===== src/rtl/param_sync_fifo_if.sv =====
// Handshake and status bundle for param_sync_fifo.
// The master side pushes and pops; the slave side is the FIFO itself.
interface param_sync_fifo_if #(
  parameter int WIDTH = 16,
  parameter int DEPTH = 64
);
  localparam int unsigned CW = $clog2(DEPTH + 1);

  logic             fifo_wr;
  logic             fifo_rd;
  logic [WIDTH-1:0] fifo_din;
  logic             err_clr;
  logic             fifo_mt;
  logic             fifo_amt;
  logic             fifo_afull;
  logic             fifo_full;
  logic [CW-1:0]    fifo_cnt;
  logic             fifo_err;
  logic [2:0]       fifo_err_code;
  logic             fifo_rd_vld;
  logic [WIDTH-1:0] fifo_dout;

  modport master (
    output fifo_wr, fifo_rd, fifo_din, err_clr,
    input  fifo_mt, fifo_amt, fifo_afull, fifo_full, fifo_cnt,
           fifo_err, fifo_err_code, fifo_rd_vld, fifo_dout
  );

  modport slave (
    input  fifo_wr, fifo_rd, fifo_din, err_clr,
    output fifo_mt, fifo_amt, fifo_afull, fifo_full, fifo_cnt,
           fifo_err, fifo_err_code, fifo_rd_vld, fifo_dout
  );
endinterface


===== src/rtl/param_sync_fifo.sv =====
// Single-clock flop-array FIFO with occupancy flags, sticky error reporting
// and a registered one-cycle read path; single- or dual-port storage model.
module param_sync_fifo #(
  parameter int WIDTH    = 16,
  parameter int DEPTH    = 64,
  parameter int PORTS    = 2,
  parameter int AE_LEVEL = 1,
  parameter int AF_LEVEL = 1
) (
  input logic               clk,
  input logic               reset,
  param_sync_fifo_if.slave  bus
);
  localparam int unsigned AW = $clog2(DEPTH);
  localparam int unsigned CW = $clog2(DEPTH + 1);

  // Parameter legality is checked while elaborating, before any simulation.
  if (WIDTH < 1) begin : g_bad_width
    $fatal(1, "param_sync_fifo: WIDTH must be >= 1");
  end
  if (DEPTH < 2) begin : g_bad_depth
    $fatal(1, "param_sync_fifo: DEPTH must be >= 2");
  end
  if (PORTS != 1 && PORTS != 2) begin : g_bad_ports
    $fatal(1, "param_sync_fifo: PORTS must be 1 or 2");
  end
  if (AE_LEVEL < 0 || AE_LEVEL >= DEPTH) begin : g_bad_ae
    $fatal(1, "param_sync_fifo: AE_LEVEL must be in 0..DEPTH-1");
  end
  if (AF_LEVEL < 0 || AF_LEVEL >= DEPTH) begin : g_bad_af
    $fatal(1, "param_sync_fifo: AF_LEVEL must be in 0..DEPTH-1");
  end

  logic [WIDTH-1:0] mem [DEPTH];
  logic [AW-1:0]    wr_ptr;
  logic [AW-1:0]    rd_ptr;
  logic [CW-1:0]    cnt;
  logic [2:0]       err_code;
  logic             rd_vld;
  logic [WIDTH-1:0] dout;

  logic             conflict_c;
  logic             empty_c;
  logic             full_c;
  logic             pop_ok_c;
  logic             push_ok_c;
  logic [2:0]       err_set_c;
  logic [2:0]       err_next_c;

  // Accept decisions: a single-port conflict suppresses the read only.
  always_comb begin
    conflict_c = 1'b0;
    empty_c    = (cnt == '0);
    full_c     = (cnt == CW'(DEPTH));
    if (PORTS == 1) begin
      conflict_c = bus.fifo_wr && bus.fifo_rd;
    end
    pop_ok_c  = bus.fifo_rd && !empty_c && !conflict_c;
    push_ok_c = bus.fifo_wr && (!full_c || ((PORTS == 2) && pop_ok_c));
  end

  // New errors override a same-cycle clear.
  always_comb begin
    err_set_c    = 3'b000;
    err_set_c[0] = bus.fifo_wr && !push_ok_c;
    err_set_c[1] = bus.fifo_rd && empty_c;
    err_set_c[2] = conflict_c;
    err_next_c   = (bus.err_clr ? 3'b000 : err_code) | err_set_c;
  end

  always_ff @(posedge clk) begin
    if (push_ok_c) begin
      mem[wr_ptr] <= bus.fifo_din;
    end
  end

  always_ff @(posedge clk or posedge reset) begin
    if (reset) begin
      wr_ptr   <= '0;
      rd_ptr   <= '0;
      cnt      <= '0;
      err_code <= 3'b000;
      rd_vld   <= 1'b0;
      dout     <= '0;
    end else begin
      err_code <= err_next_c;
      rd_vld   <= pop_ok_c;
      if (push_ok_c) begin
        wr_ptr <= (wr_ptr == AW'(DEPTH - 1)) ? '0 : wr_ptr + AW'(1);
      end
      if (pop_ok_c) begin
        rd_ptr <= (rd_ptr == AW'(DEPTH - 1)) ? '0 : rd_ptr + AW'(1);
        dout   <= mem[rd_ptr];
      end
      if (push_ok_c && !pop_ok_c) begin
        cnt <= cnt + CW'(1);
      end else if (pop_ok_c && !push_ok_c) begin
        cnt <= cnt - CW'(1);
      end
    end
  end

  // Status flags decode directly from the registered occupancy.
  assign bus.fifo_mt       = (cnt == '0);
  assign bus.fifo_amt      = (cnt <= CW'(AE_LEVEL));
  assign bus.fifo_afull    = (cnt >= CW'(DEPTH - AF_LEVEL));
  assign bus.fifo_full     = (cnt == CW'(DEPTH));
  assign bus.fifo_cnt      = cnt;
  assign bus.fifo_err      = |err_code;
  assign bus.fifo_err_code = err_code;
  assign bus.fifo_rd_vld   = rd_vld;
  assign bus.fifo_dout     = dout;
endmodule


===== src/flat_wrapper.sv =====
// flat-port wrapper written by rule: the top's interface ports become plain ports
module param_sync_fifo_flat 
#(
  parameter int WIDTH    = 16,
  parameter int DEPTH    = 64,
  parameter int PORTS    = 2,
  parameter int AE_LEVEL = 1,
  parameter int AF_LEVEL = 1
)
  (clk, reset, bus_fifo_wr, bus_fifo_rd, bus_fifo_din, bus_err_clr, bus_fifo_mt, bus_fifo_amt, bus_fifo_afull, bus_fifo_full, bus_fifo_cnt, bus_fifo_err, bus_fifo_err_code, bus_fifo_rd_vld, bus_fifo_dout);
  param_sync_fifo_if #(.WIDTH(WIDTH), .DEPTH(DEPTH)) bus_i ();
  input logic clk;
  input logic reset;
  input wire logic [$bits(bus_i.fifo_wr)-1:0] bus_fifo_wr;
  input wire logic [$bits(bus_i.fifo_rd)-1:0] bus_fifo_rd;
  input wire logic [$bits(bus_i.fifo_din)-1:0] bus_fifo_din;
  input wire logic [$bits(bus_i.err_clr)-1:0] bus_err_clr;
  output wire logic [$bits(bus_i.fifo_mt)-1:0] bus_fifo_mt;
  output wire logic [$bits(bus_i.fifo_amt)-1:0] bus_fifo_amt;
  output wire logic [$bits(bus_i.fifo_afull)-1:0] bus_fifo_afull;
  output wire logic [$bits(bus_i.fifo_full)-1:0] bus_fifo_full;
  output wire logic [$bits(bus_i.fifo_cnt)-1:0] bus_fifo_cnt;
  output wire logic [$bits(bus_i.fifo_err)-1:0] bus_fifo_err;
  output wire logic [$bits(bus_i.fifo_err_code)-1:0] bus_fifo_err_code;
  output wire logic [$bits(bus_i.fifo_rd_vld)-1:0] bus_fifo_rd_vld;
  output wire logic [$bits(bus_i.fifo_dout)-1:0] bus_fifo_dout;
  assign bus_i.fifo_wr = bus_fifo_wr;
  assign bus_i.fifo_rd = bus_fifo_rd;
  assign bus_i.fifo_din = bus_fifo_din;
  assign bus_i.err_clr = bus_err_clr;
  assign bus_fifo_mt = bus_i.fifo_mt;
  assign bus_fifo_amt = bus_i.fifo_amt;
  assign bus_fifo_afull = bus_i.fifo_afull;
  assign bus_fifo_full = bus_i.fifo_full;
  assign bus_fifo_cnt = bus_i.fifo_cnt;
  assign bus_fifo_err = bus_i.fifo_err;
  assign bus_fifo_err_code = bus_i.fifo_err_code;
  assign bus_fifo_rd_vld = bus_i.fifo_rd_vld;
  assign bus_fifo_dout = bus_i.fifo_dout;
  param_sync_fifo #(.WIDTH(WIDTH), .DEPTH(DEPTH), .PORTS(PORTS), .AE_LEVEL(AE_LEVEL), .AF_LEVEL(AF_LEVEL)) u_core (.clk(clk), .reset(reset), .bus(bus_i));
endmodule

===== config.mk =====
export PLATFORM = sky130hd
export DESIGN_NAME = param_sync_fifo_flat
export DESIGN_NICKNAME = d
export VERILOG_FILES = /design/src/rtl/param_sync_fifo_if.sv /design/src/rtl/param_sync_fifo.sv /design/src/flat_wrapper.sv
export SDC_FILE = /design/constraint.sdc
export NUM_CORES = 1
export LEC_CHECK = 0
export ABC_AREA = 1
export BUFFER_PORTS_ARGS = -buffer_cell sky130_fd_sc_hd__buf_2
export CAP_MARGIN = 15
export CORE_ASPECT_RATIO = 1.5
export CORE_MARGIN = 1
export CORE_UTILIZATION = 35
export CTS_CLUSTER_SIZE = 30
export DETAILED_ROUTE_END_ITERATION = 6
export GPL_ROUTABILITY_DRIVEN = 0
export MAX_ROUTING_LAYER = met4
export PLACE_DENSITY_LB_ADDON = 0.1
export SLEW_MARGIN = 10
export SYNTH_ARGS = -nofsm -noshare
export SYNTH_HDL_FRONTEND = slang
export SYNTH_SLANG_ARGS = --single-unit

===== constraint.sdc =====
create_clock -name clk -period 4 [get_ports clk]
set_clock_uncertainty 0.15 [all_clocks]
set_input_delay 0.4 -clock clk [delete_from_list [all_inputs] [get_ports clk]]
set_output_delay 0.4 -clock clk [all_outputs]
set_load 0.005 [all_outputs]

==> qor.txt <==
Most frequent cells in the layout -> nand2_1 (1337), edfxtp_1 (1024), nand3_1 (673)
Crit path max fanout -> 16
Hold Worst Slack -> 0.0700 ns
Clock Sinks -> 1062
CP required -> 4.24 ns
Initial antenna violation count -> 6
Std cell rows -> 159
R2R Setup Slk -> 0.25 ns
Worst Hold Class -> input pin to flop
DP Area -> 46600 µm²
Fin. max-slew vios -> 0
Synthesized flop and latch total -> 1062
Worst path bufs/invs -> 2
Dpl ws -> 0.410 ns
Startpoint types -> flop
Ys async rst share -> 3.58%
Vias per cell -> 5.01
Number of global-route vias before repair -> 28005
P&R area growth vs syn -> 13.7%
Fin Setup TNS -> 0 ns
Worst path cell trace -> inv_1 -> ha_1 -> nand2_1 -> nor3_4 -> a21oi_4 -> nand4_1 -> nor2_1 -> buf_4
CTS buffer count -> 103
Root Buffer -> clkbuf_16
Clock latency on the worst-skew pair -> 0.72 ns
Share of cells above drive strength 1 -> 10.2%
Outcome -> finished with violations
RSZ-0062 raised after global routing -> false
CP Capture Type -> flop
Hold Crit Depth -> 2
Type of the worst setup path -> flop to flop
Slew Limit Headroom -> 19.9%
Clk pin slew, worst setup/hold paths -> 0.06 ns
Failing checks -> DRC
Critical Path AT -> 3.98 ns
Reg2reg end -> u_core.mem[53][14]
F_max -> 267 MHz
Resize count post-CTS -> 0
CTS tree -> built
I/O pins -> 53
Fillers -> 12046
ANT nets after route -> 0
Max-cap violations -> 0
GR Util All Layers -> 22.6%
Slowest CP cell -> nand4_1
Wire per inst -> 24.5 µm
Power per cell area -> 667 nW/µm²
Final Cycle Share -> 93.7%
Post-Layout Inst Area -> 50000 µm²
Commonest non-fill, non-tap cell in the layout -> nand2_1
Synth cell types -> 32
RR Startpoint -> u_core.bus.fifo_cnt[0]
DIE WIDTH -> 292 µm
Port bufs -> 51
WHS Endpoint -> u_core.mem[40][9]
Ys flop type -> edfxtp_1
DRT iter0 DRCs -> 2229
Nets -> 4036
Clock buffer depth -> 3
Cells after synthesis -> 3909
R2R depth -> 8
Sequential area share after synthesis -> 72.0%
Hold path startpoint -> bus_fifo_din[9]
Peak supply drop -> 0.419 mV
Post-synth EDFFs -> 1024
Leak Pwr -> 18.8 nW
Slew @ Worst Pin -> 1.20 ns
Synthesized area -> 44000 µm²
Vias post-DR -> 28614
HPWL after DPL -> 84500 µm
Syn avg cell area -> 11.3 µm²
Synthesis warning total -> 0
Initial DRT Pass Iterations -> 7
Die area -> 127000 µm²
Remaining DRCs -> 1
Grt ovf -> 0
Setup Viol. Count Final -> 0
Slowest cell delay on critical path -> 0.98 ns
Total core area -> 125000 µm²
H-tree depth -> 3
Pin count of the biggest net entering global routing -> 136
Worst path top cell family by delay -> simple AND/OR/NAND/NOR gates
Global-route wire length before repair -> 201000 µm
Starting Density -> 35.2%
Die height -> 436 µm
Worst setup path start -> u_core.bus.fifo_cnt[0]
Hold Vio Cnt, Final -> 0
Final WS setup -> 0.253 ns
Net Count, Synth -> 3937
Final wirelength -> 140000 µm
Post-layout min period -> 3.75 ns
## layout make-up
| cell class | count | area [µm²] | area share (%) |
|---|---|---|---|
| flip-flops and latches | 1062 | 31700 | 63.4 |
| multi-input cells | 2417 | 10400 | 20.8 |
| clock buffers | 139 | 2890 | 5.77 |
| well taps | 1610 | 2010 | 4.03 |
| repair buffers | 212 | 1720 | 3.45 |
| inverters | 212 | 811 | 1.62 |
| clock inverters | 54 | 477 | 0.953 |
| diodes | 4 | 10.0 | 0.0200 |
## Yosys cell counts (all sizes together) (3+ instances only)
cell | n | area, µm²
buf | 178 | 1020
nand3 | 673 | 3370
clkinv | 3 | 11.3
inv | 209 | 785
xor2 | 11 | 96.3
nor3 | 7 | 46.3
or2 | 32 | 200
nor2 | 221 | 842
edfxtp | 1024 | 30700
clkbuf | 40 | 150
ha | 7 | 87.6
dfrtp | 38 | 951
nand4 | 9 | 56.3
o21ai | 26 | 130
nand2 | 1338 | 5020
a21oi | 86 | 442
## flip-flops by register name, indices dropped and copies added, names as in the netlist
signal / cells
u_core.bus.fifo_err_code: 2
u_core.bus.fifo_cnt: 7
u_core.rd_ptr: 6
u_core.wr_ptr: 6
u_core.bus.fifo_rd_vld: 1
u_core.mem: 1024
u_core.bus.fifo_dout: 16
## report_power, final
| part | total, mW | switching [mW] | internal (mW) |
|---|---|---|---|
| registers | 13.2 | 0.476 | 12.7 |
| clock network | 9.84 | 4.28 | 5.56 |
| logic | 10.3 | 7.66 | 2.68 |
## how the worst max path moves through the flow
stage	end	slack, ns	cells after the start
floorplan	u_core.mem[47][0]	0.94	8
global placement	u_core.mem[53][2]	0.45	8
detailed placement	u_core.mem[53][2]	0.41	8
CTS	u_core.mem[53][14]	0.39	8
global route	u_core.mem[53][14]	0.28	8
finish	u_core.mem[53][14]	0.25	8
## worst register-to-register path, cell delays in order, from the launching register on
cell and delay (ns):
dfrtp_1 0.48, inv_1 0.10, ha_1 0.20, nand2_1 0.13, nor3_4 0.07, a21oi_4 0.29, nand4_1 0.98, nor2_1 0.67
buf_4 0.35
## what timing repair did
item | 4_1_cts | 5_1_grt
setup buffers | 0 | 0
hold endpoints to repair | 58 | 0
hold buffers | 7 | 0
## layer usage
metal	vias to the layer above	GRT usage, %	wire length, µm
met5	-	-	0
met4	0	9.82	5990
met3	216	2.74	6130
met2	696	38.0	70900
met1	14218	27.2	57100
li1	13484	-	-
## stage by stage
step | power, mW | cells | utilization (%)
floorplan | 19.4 | 3909 | -
global placement | 24.0 | 5506 | 37.3
detailed placement | 23.9 | 5506 | 37.3
CTS | 33.8 | 5706 | 40.0
global route | 35.0 | 5709 | 40.0
finish | 33.4 | 5710 | 40.0
## logic make-up (layout without fill, tap and decap cells)
logic type / after synthesis / count (layout) / share of synthesized area [%]
AND/OR/NAND/NOR: 2281 / 2281 / 21.7
flip-flops: 1062 / 1062 / 72.0
buffers and inverters: 430 / 617 / 4.47
AO/OA/AOI/OAI: 116 / 116 / 1.37
XOR/XNOR: 12 / 12 / 0.239
adder cells (fa/ha/maj): 7 / 7 / 0.199
other: 1 / 5 / 0.00852
(Power assumes the default switching activity.)
